===== config.mk =====
export PLATFORM = sky130hd
export DESIGN_NAME = rank_sort_pipe
export DESIGN_NICKNAME = d
export VERILOG_FILES = /design/src/rtl/sort_pkg.sv /design/src/rtl/rank_sort_pipe_oet_pass.sv /design/src/rtl/rank_sort_pipe.sv
export SDC_FILE = /design/constraint.sdc
export NUM_CORES = 2
export LEC_CHECK = 0
export ABC_AREA = 0
export BUFFER_PORTS_ARGS = -buffer_cell sky130_fd_sc_hd__buf_4
export CAP_MARGIN = 20
export CELL_PAD_IN_SITES_DETAIL_PLACEMENT = 0
export CELL_PAD_IN_SITES_GLOBAL_PLACEMENT = 1
export CORE_MARGIN = 4
export CORE_UTILIZATION = 45
export CTS_BUF_LIST = sky130_fd_sc_hd__clkbuf_8
export DETAILED_ROUTE_END_ITERATION = 10
export PLACE_DENSITY = 0.84
export SLEW_MARGIN = 0
export SYNTH_ARGS = -nofsm -noshare
export SYNTH_HDL_FRONTEND = slang
export SYNTH_SLANG_ARGS = --single-unit

===== constraint.sdc =====
create_clock -name clk -period 3.05 [get_ports clk]
set_input_delay 0.915 -clock clk [delete_from_list [all_inputs] [get_ports clk]]
set_output_delay 0.915 -clock clk [all_outputs]
set_load 0.05 [all_outputs]

===== src/rtl/sort_pkg.sv =====
// Shared sizing helpers for the rank sorter: stage count, rank/count widths
// and the packed element offset used to slice the N*DATA_W sample bus.
package sort_pkg;

  function automatic int unsigned f_lat(input int unsigned n, input int unsigned ppr);
    return (n + ppr - 1) / ppr;
  endfunction

  function automatic int unsigned f_rw(input int unsigned n);
    return $clog2(n);
  endfunction

  function automatic int unsigned f_cw(input int unsigned lat);
    return $clog2(lat + 1);
  endfunction

  // LSB offset of element k on a packed bus of w-bit elements
  function automatic int unsigned f_elem(input int unsigned k, input int unsigned w);
    return k * w;
  endfunction

endpackage


===== src/rtl/rank_sort_pipe_oet_pass.sv =====
// One odd-even transposition pass: PARITY 0 exchanges pairs (0,1),(2,3)..,
// PARITY 1 exchanges (1,2),(3,4)..; unpaired end elements pass straight through.
module oet_pass
  import sort_pkg::*;
#(
  parameter int unsigned DATA_W = 8,
  parameter int unsigned N      = 9,
  parameter int unsigned PARITY = 0
) (
  input  logic [N*DATA_W-1:0] d_i,
  output logic [N*DATA_W-1:0] d_o
);

  for (genvar k = 0; k < N; k++) begin : g_el
    localparam int unsigned LO = f_elem(k, DATA_W);
    if ((k % 2) == PARITY && (k + 1) < N) begin : g_cx
      localparam int unsigned HI = f_elem(k + 1, DATA_W);
      logic [DATA_W-1:0] a;
      logic [DATA_W-1:0] b;
      logic              swap;
      // equal values are left in place
      always_comb begin
        a    = d_i[LO +: DATA_W];
        b    = d_i[HI +: DATA_W];
        swap = a > b;
      end
      assign d_o[LO +: DATA_W] = swap ? b : a;
      assign d_o[HI +: DATA_W] = swap ? a : b;
    end else if (!(k > 0 && ((k - 1) % 2) == PARITY)) begin : g_thru
      assign d_o[LO +: DATA_W] = d_i[LO +: DATA_W];
    end
  end

endmodule


===== src/rtl/rank_sort_pipe.sv =====
// Pipelined odd-even transposition sorter for filter windows: full ascending
// vector plus a per-set selectable order statistic, with stall and occupancy.
module rank_sort_pipe
  import sort_pkg::*;
#(
  parameter int unsigned DATA_W         = 8,
  parameter int unsigned N              = 9,
  parameter int unsigned PASSES_PER_REG = 1
) (
  input  logic                                            clk,
  input  logic                                            rst,
  input  logic                                            done_i,
  input  logic                                            stall_i,
  input  logic [N*DATA_W-1:0]                             data_i,
  input  logic [f_rw(N)-1:0]                              rank_i,
  output logic                                            done_o,
  output logic [N*DATA_W-1:0]                             sorted_o,
  output logic [DATA_W-1:0]                               rank_o,
  output logic [DATA_W-1:0]                               min_o,
  output logic [DATA_W-1:0]                               mid_o,
  output logic [DATA_W-1:0]                               max_o,
  output logic                                            busy_o,
  output logic [f_cw(f_lat(N, PASSES_PER_REG))-1:0]       count_o
);

  localparam int unsigned LAT  = f_lat(N, PASSES_PER_REG);
  localparam int unsigned RW   = f_rw(N);
  localparam int unsigned CW   = f_cw(LAT);
  localparam int unsigned BW   = N * DATA_W;
  localparam int unsigned MID  = (N - 1) / 2;
  localparam logic [RW-1:0] RMAX = RW'(N - 1);

  for (genvar s = 0; s < LAT; s++) begin : g_stage
    localparam int unsigned P0 = s * PASSES_PER_REG;
    localparam int unsigned NP = (P0 + PASSES_PER_REG > N) ? (N - P0) : PASSES_PER_REG;

    logic [BW-1:0] stage_in, data_d, data_q;
    logic [RW-1:0] rank_in, rank_d, rank_q;
    logic          vld_in, vld_d, vld_q;

    if (s == 0) begin : g_head
      always_comb begin
        stage_in = data_i;
        rank_in  = (rank_i > RMAX) ? RMAX : rank_i;
        vld_in   = done_i;
      end
    end else begin : g_link
      always_comb begin
        stage_in = g_stage[s-1].data_q;
        rank_in  = g_stage[s-1].rank_q;
        vld_in   = g_stage[s-1].vld_q;
      end
    end

    // passes P0..P0+NP-1 chained combinationally ahead of this register
    for (genvar j = 0; j < NP; j++) begin : g_pass
      logic [BW-1:0] p_in, p_out;
      if (j == 0) begin : g_first
        always_comb p_in = stage_in;
      end else begin : g_next
        always_comb p_in = g_pass[j-1].p_out;
      end
      oet_pass #(
        .DATA_W (DATA_W),
        .N      (N),
        .PARITY ((P0 + j) % 2)
      ) u_pass (
        .d_i (p_in),
        .d_o (p_out)
      );
    end

    always_comb begin
      data_d = data_q;
      rank_d = rank_q;
      vld_d  = vld_q;
      if (!stall_i) begin
        data_d = g_pass[NP-1].p_out;
        rank_d = rank_in;
        vld_d  = vld_in;
      end
    end

    always_ff @(posedge clk) begin
      if (rst) begin
        data_q <= '0;
        rank_q <= '0;
        vld_q  <= 1'b0;
      end else begin
        data_q <= data_d;
        rank_q <= rank_d;
        vld_q  <= vld_d;
      end
    end
  end

  logic [CW-1:0] count_d, count_q;
  logic          accept, retire;

  always_comb begin
    accept  = done_i & ~stall_i;
    retire  = g_stage[LAT-1].vld_q & ~stall_i;
    count_d = count_q;
    if (accept && !retire) begin
      count_d = count_q + CW'(1);
    end else if (retire && !accept) begin
      count_d = count_q - CW'(1);
    end
  end

  always_ff @(posedge clk) begin
    if (rst) begin
      count_q <= '0;
    end else begin
      count_q <= count_d;
    end
  end

  logic [BW-1:0] last_data;
  logic [RW-1:0] last_rank;

  always_comb begin
    last_data = g_stage[LAT-1].data_q;
    last_rank = g_stage[LAT-1].rank_q;
    done_o    = g_stage[LAT-1].vld_q;
    sorted_o  = last_data;
    rank_o    = last_data[32'(last_rank) * DATA_W +: DATA_W];
    min_o     = last_data[0 +: DATA_W];
    mid_o     = last_data[MID * DATA_W +: DATA_W];
    max_o     = last_data[(N - 1) * DATA_W +: DATA_W];
    busy_o    = (count_q != '0);
    count_o   = count_q;
  end

endmodule


# After elaboration in Yosys (flattened, before gate mapping)
# Index checks and enable logic that the tools add are counted.
dict set report totals {
  register_bits 697
  in_bits 80
  output_inout_bits 110
  word_cells 152
}
dict set report classes {
  add_sub_neg 2
  n_lt_le_gt_ge 37
  n_shift 1
  n_mux 75
  bitwise_logic 3
  reduce_logical 6
}
# op n
set ops {}
lappend ops {{$mux 8} 72}
lappend ops {{$gt 8x8->1} 36}
lappend ops {{$shiftx 72x8->8} 1}
lappend ops {{$mux 4} 3}
lappend ops {{$add 4x1->4 const B} 1}
lappend ops {{$gt 4x4->1 const B} 1}
lappend ops {{$reduce_bool 4->1} 1}
lappend ops {{$sub 4x1->4 const B} 1}
lappend ops {{$and 1x1->1} 2}
lappend ops {{$logic_and 1x1->1} 2}
lappend ops {{$logic_not 1->1} 2}
lappend ops {{$reduce_bool 2->1} 1}
lappend ops {{$not 1->1} 1}

# Logic depth before layout (Yosys ltp)
dict set report depth {
  depth_word 6
  ltp_mapped 14
  mapped_depth_nobuf 10
}

# By module
# Synthesis repeated with hierarchy kept, for this count alone.
dict set report unflattened {
  cells_unflattened 4012
  hier_area_um2 42991.2
}
# module n_inst cells_each area_per_inst_um2
set modules_own_cells {}
lappend modules_own_cells {rank_sort_pipe 1 2356 25424.4}
lappend modules_own_cells {oet_pass 9 184 1951.9}

# Worst setup path before layout
# No wires, ideal clock.
dict set report synth_timing {
  kind {input port to flip-flop}
  from {input port stall_i}
  to {register count_q[3] (netlist: count_o[3])}
  setup_ps 70
  arrival_time_ps 3204
  required_time_ps 2980
  path_slack_ps -224
  stages 14
  n_path_buf 4
  cell_sequence {clkbuf_1 > inv_2 > buf_2 > buf_2 > buf_1 > nand2_1 > ha_1 > inv_1 > ha_1 > a21o_1 > a21oi_1 > xnor2_1 > or3_1 > a21oi_1}
}
dict set report synth_between {
  elab_chain_len 5
  elab_cells_between_ends 9
}
# item line
set synth_lines {}
lappend synth_lines {{start: declaration} rank_sort_pipe.sv:13} ;# input logic stall_i,
lappend synth_lines {{$not 1->1 (*)} {rank_sort_pipe.sv:101, rank_sort_pipe.sv:102}}
lappend synth_lines {{$and 1x1->1, on equally long branches} {rank_sort_pipe.sv:102, rank_sort_pipe.sv:101}}
lappend synth_lines {{$logic_not 1->1, on equally long branches} {rank_sort_pipe.sv:104, rank_sort_pipe.sv:106}}
lappend synth_lines {{$logic_and 1x1->1, on equally long branches} {rank_sort_pipe.sv:104, rank_sort_pipe.sv:106}}
lappend synth_lines {{$mux 4 / $reduce_bool 2->1 (equally long branches)} -}
lappend synth_lines {{end signal: assignment} rank_sort_pipe.sv:115} ;# count_q <= count_d;
lappend synth_lines {{end: declaration} rank_sort_pipe.sv:97} ;# logic [CW-1:0] count_d, count_q;
# Mark *: on every way between the ends. The rest lies on a longest branch, timed or not.
# A chain may end at the register's enable or synchronous reset.

# Worst setup path after layout
dict set report layout_timing {
  from {register g_stage[8].rank_q[0]}
  to {output port rank_o[3]}
}
dict set report layout_between {
  elab_chain_len 1
}
# item line
set layout_lines {}
lappend layout_lines {{start: declaration} rank_sort_pipe.sv:38} ;# logic [RW-1:0] rank_in, rank_d, rank_q;
lappend layout_lines {{start signal: assignment} rank_sort_pipe.sv:91} ;# rank_q <= rank_d;
lappend layout_lines {{$shiftx 72x8->8} rank_sort_pipe.sv:127} ;# rank_o = last_data[32'(last_rank) * DATA_W +: DATA_W];
lappend layout_lines {{end: declaration} rank_sort_pipe.sv:18} ;# output logic [DATA_W-1:0] rank_o,
# No other way between the ends.

==> impl_metrics.json <==
{
  "regToRegSetupSlack_ps": 790,
  "cts_buffer_depth": 3,
  "io_pins": 190,
  "cellPowerDensity_mw_per_mm2": 591,
  "cpMaxStageDelayCell": "mux4_2",
  "core_mm2": 0.0900,
  "place_congestion": 0.854,
  "antenna_found_initial": 2,
  "violations": "negative setup slack",
  "crit_arrival_ps": 2280,
  "synth_warnings": 0,
  "ant_nets": 0,
  "timing.final.ws_setup_ps": -150,
  "critPathMaxStageDelay_ps": 610,
  "final_net_count": 5110,
  "worst-setup-path-type": "flop to output pin",
  "ys_ff_latch": 697,
  "grt_pass1_vias": 33100,
  "p_leak_nw": 15.9,
  "rsz0062_at_grt": "yes",
  "worst-path-buf-inv": 2,
  "syn-cell-area_mm2": 0.0408,
  "ys_dominant_reg_cell": "dfxtp_1",
  "htree_num_levels": 3,
  "synth_cell_types": 43,
  "setup_viol": 8,
  "drc": 0,
  "wl_per_cell_um": 17.8,
  "hp-class": "input pin to flop",
  "required_ps": 2130,
  "min_period_over_period_pct": 105,
  "worst_ir_drop_vdd_uv": 336,
  "r2r_start": "g_stage[3].data_q[57]$_SDFFE_PP0N_",
  "grt_pass1_wl_mm": 176,
  "clock_sinks": 697,
  "fin_cells": 6012,
  "grt_max_degree": 246,
  "cp_max_fo": 7,
  "syn_nets": 5146,
  "die_x_um": 309,
  "vias": 35500,
  "post-dp-hpwl_mm": 73.2,
  "max_freq_ghz": 0.313,
  "pre_cts_slack_ps": 281,
  "hold_viol_final": 0,
  "drive_gt1_share_pct": 13.8,
  "cp-start-kind": "flop",
  "drtIter0Drc": 2762,
  "die_h_um": 309,
  "slew_violations": 0,
  "cts_made_buffers": 121,
  "slew_headroom_pct": 25.5,
  "cap_violations": 0,
  "tns_ps": -811,
  "cts_hold_buf": 0,
  "layout_min_cycle_time_ps": 3200,
  "crit_start": "g_stage[8].rank_q[0]$_SDFFE_PP0N_",
  "area_growth_pct": 9.30,
  "seq_area_frac_synth_pct": 34.2,
  "wirelength_mm": 107,
  "cts-root-buf": "clkbuf_8",
  "design.die.area_mm2": 0.0955,
  "crit_path_end_kind": "output pin",
  "finClkSkew_ps": 34.9,
  "crit_chain": "buf_8 -> mux4_2 -> mux2i_4 -> o21ai_2 -> buf_6",
  "path_clk_slew_ps": 60,
  "cp_top_family": "multiplexers",
  "cts_tree": "done",
  "worstSkewPairLatency_ps": 740,
  "tightest_slew_ps": 1120,
  "grt_overflow_total": 0,
  "avgSynthCellArea_um2": 8.54,
  "rows": 110,
  "async_flop_share_pct": 0,
  "drtPass1Iterations": 6,
  "initial_core_util_pct": 45.3,
  "track_usage_pct": 21.8,
  "viasPerCell": 5.90,
  "io_buffer_count": 189,
  "status": "finished with violations",
  "holdCritStartpoint": "data_i[66]",
  "dp_cells": 5790,
  "synthCells": 4774,
  "synth_edf_count": 0
}
## cell usage after synthesis (36+ instances only)
cell type / number / area share, %
nor2_1: 698 / 6.4
dfxtp_1: 697 / 34
a311oi_1: 576 / 12
nand3_1: 576 / 7.1
o21ai_0: 487 / 6.0
ha_1: 291 / 8.9
inv_1: 289 / 2.7
clkbuf_1: 186 / 1.7
o21ai_1: 125 / 1.5
mux2i_1: 122 / 3.0
a21oi_1: 113 / 1.4
buf_4: 70 / 1.3
buf_2: 66 / 0.81
buf_6: 51 / 1.4
nand2_1: 45 / 0.41
o21ai_2: 45 / 0.97
nor2b_1: 37 / 0.57
a211o_2: 36 / 0.88
nand4_1: 36 / 0.55
nand4_4: 36 / 1.9
## area by class of cell
cell class / count / area, um^2
clock buffer: 150 / 2060
tap: 1176 / 1470
clock inverter: 69 / 463
multi-input combinational: 3394 / 23500
timing repair buffer: 234 / 2010
sequential: 697 / 14000
inverter: 290 / 1100
fill: 8773 / 45400
antenna: 2 / 5.00
## flip-flops by register name, summed over array words and instances (netlist names)
| name | cells |
|---|---|
| count_o | 4 |
| done_o | 1 |
| g_stage.data_q | 576 |
| g_stage.rank_q | 36 |
| g_stage.vld_q | 8 |
| sorted_o | 72 |
## layer usage
layer  vias up  track usage [%]  part of all wire, %
li1      17700                -                    -
met1     16800             31.4                   48
met2       773             34.7                   45
met3       149             2.64                  4.5
met4         0             5.99                  2.0
met5         -                0                    0
## cell usage in the layout, fill, tap and decap left out, types with 35 or more instances in the layout
| cell type | count |
|---|---|
| o21ai_1 | 132 |
| mux2i_1 | 121 |
| nor2_4 | 35 |
| buf_4 | 205 |
| ha_1 | 291 |
| nor2_1 | 698 |
| dfxtp_1 | 695 |
| a311oi_1 | 576 |
| o21ai_0 | 479 |
| a211o_2 | 36 |
| nor2b_1 | 37 |
| a211oi_4 | 35 |
| nand4_4 | 36 |
| nand4_1 | 36 |
| a21oi_1 | 113 |
| nand2_1 | 45 |
| nand3_1 | 576 |
| o21ai_2 | 46 |
| inv_1 | 328 |
| clkbuf_8 | 150 |
## through the flow
step	utilization, %	total power [mW]	hold WS [ps]	cell area, um^2
after CTS	49.5	26.6	345	44600
after detailed placement	46.6	17.7	481	42000
final	49.5	26.3	420	44600
after floorplan	-	16.4	460	40800
after global routing	49.5	27.9	385	44600
after global placement	46.6	17.5	470	42000
## where the power goes
part | total (mW) | switching (mW) | internal (mW)
Sequential | 10.7 | 0.904 | 9.80
Combinational | 6.83 | 4.48 | 2.35
Clock | 8.82 | 3.96 | 4.85
## logic make-up (layout without fill, tap and decap cells)
family | Yosys count | in the layout | share of synthesized area (%)
adder cells (fa/ha/maj) | 292 | 292 | 8.98
buffers and inverters | 683 | 743 | 8.19
multiplexers | 138 | 138 | 3.88
AO/OA/AOI/OAI | 1457 | 1457 | 25.6
flip-flops | 697 | 697 | 34.2
other | 0 | 2 | 0
XOR/XNOR | 3 | 3 | 0.0644
AND/OR/NAND/NOR | 1504 | 1504 | 19.0
## worst paths after layout
kind	endpoint	depth (start not counted)
worst max register to register	g_stage[4].data_q[58]$_SDFFE_PP0N_	7
worst min-delay path	g_stage[0].data_q[66]$_SDFFE_PP0N_	3
worst max-delay path	rank_o[3]	5
worst min register to register	g_stage[7].rank_q[1]$_SDFFE_PP0N_	2
## tightest hold or removal path, cell delays in order
cell and delay [ps]:
buf_4 80, mux2i_1 50, nor2_1 70
## what timing repair did
| item | in CTS | in global routing |
|---|---|---|
| endpoints found under the setup margin | 8 | 8 |
| gates resized for setup | 17 | 1 |
| setup buffers | 1 | 0 |
| pin swaps | 0 | 2 |
| cloned | 0 | 0 |
No activity file was read; power rests on OpenSTA's default activity.
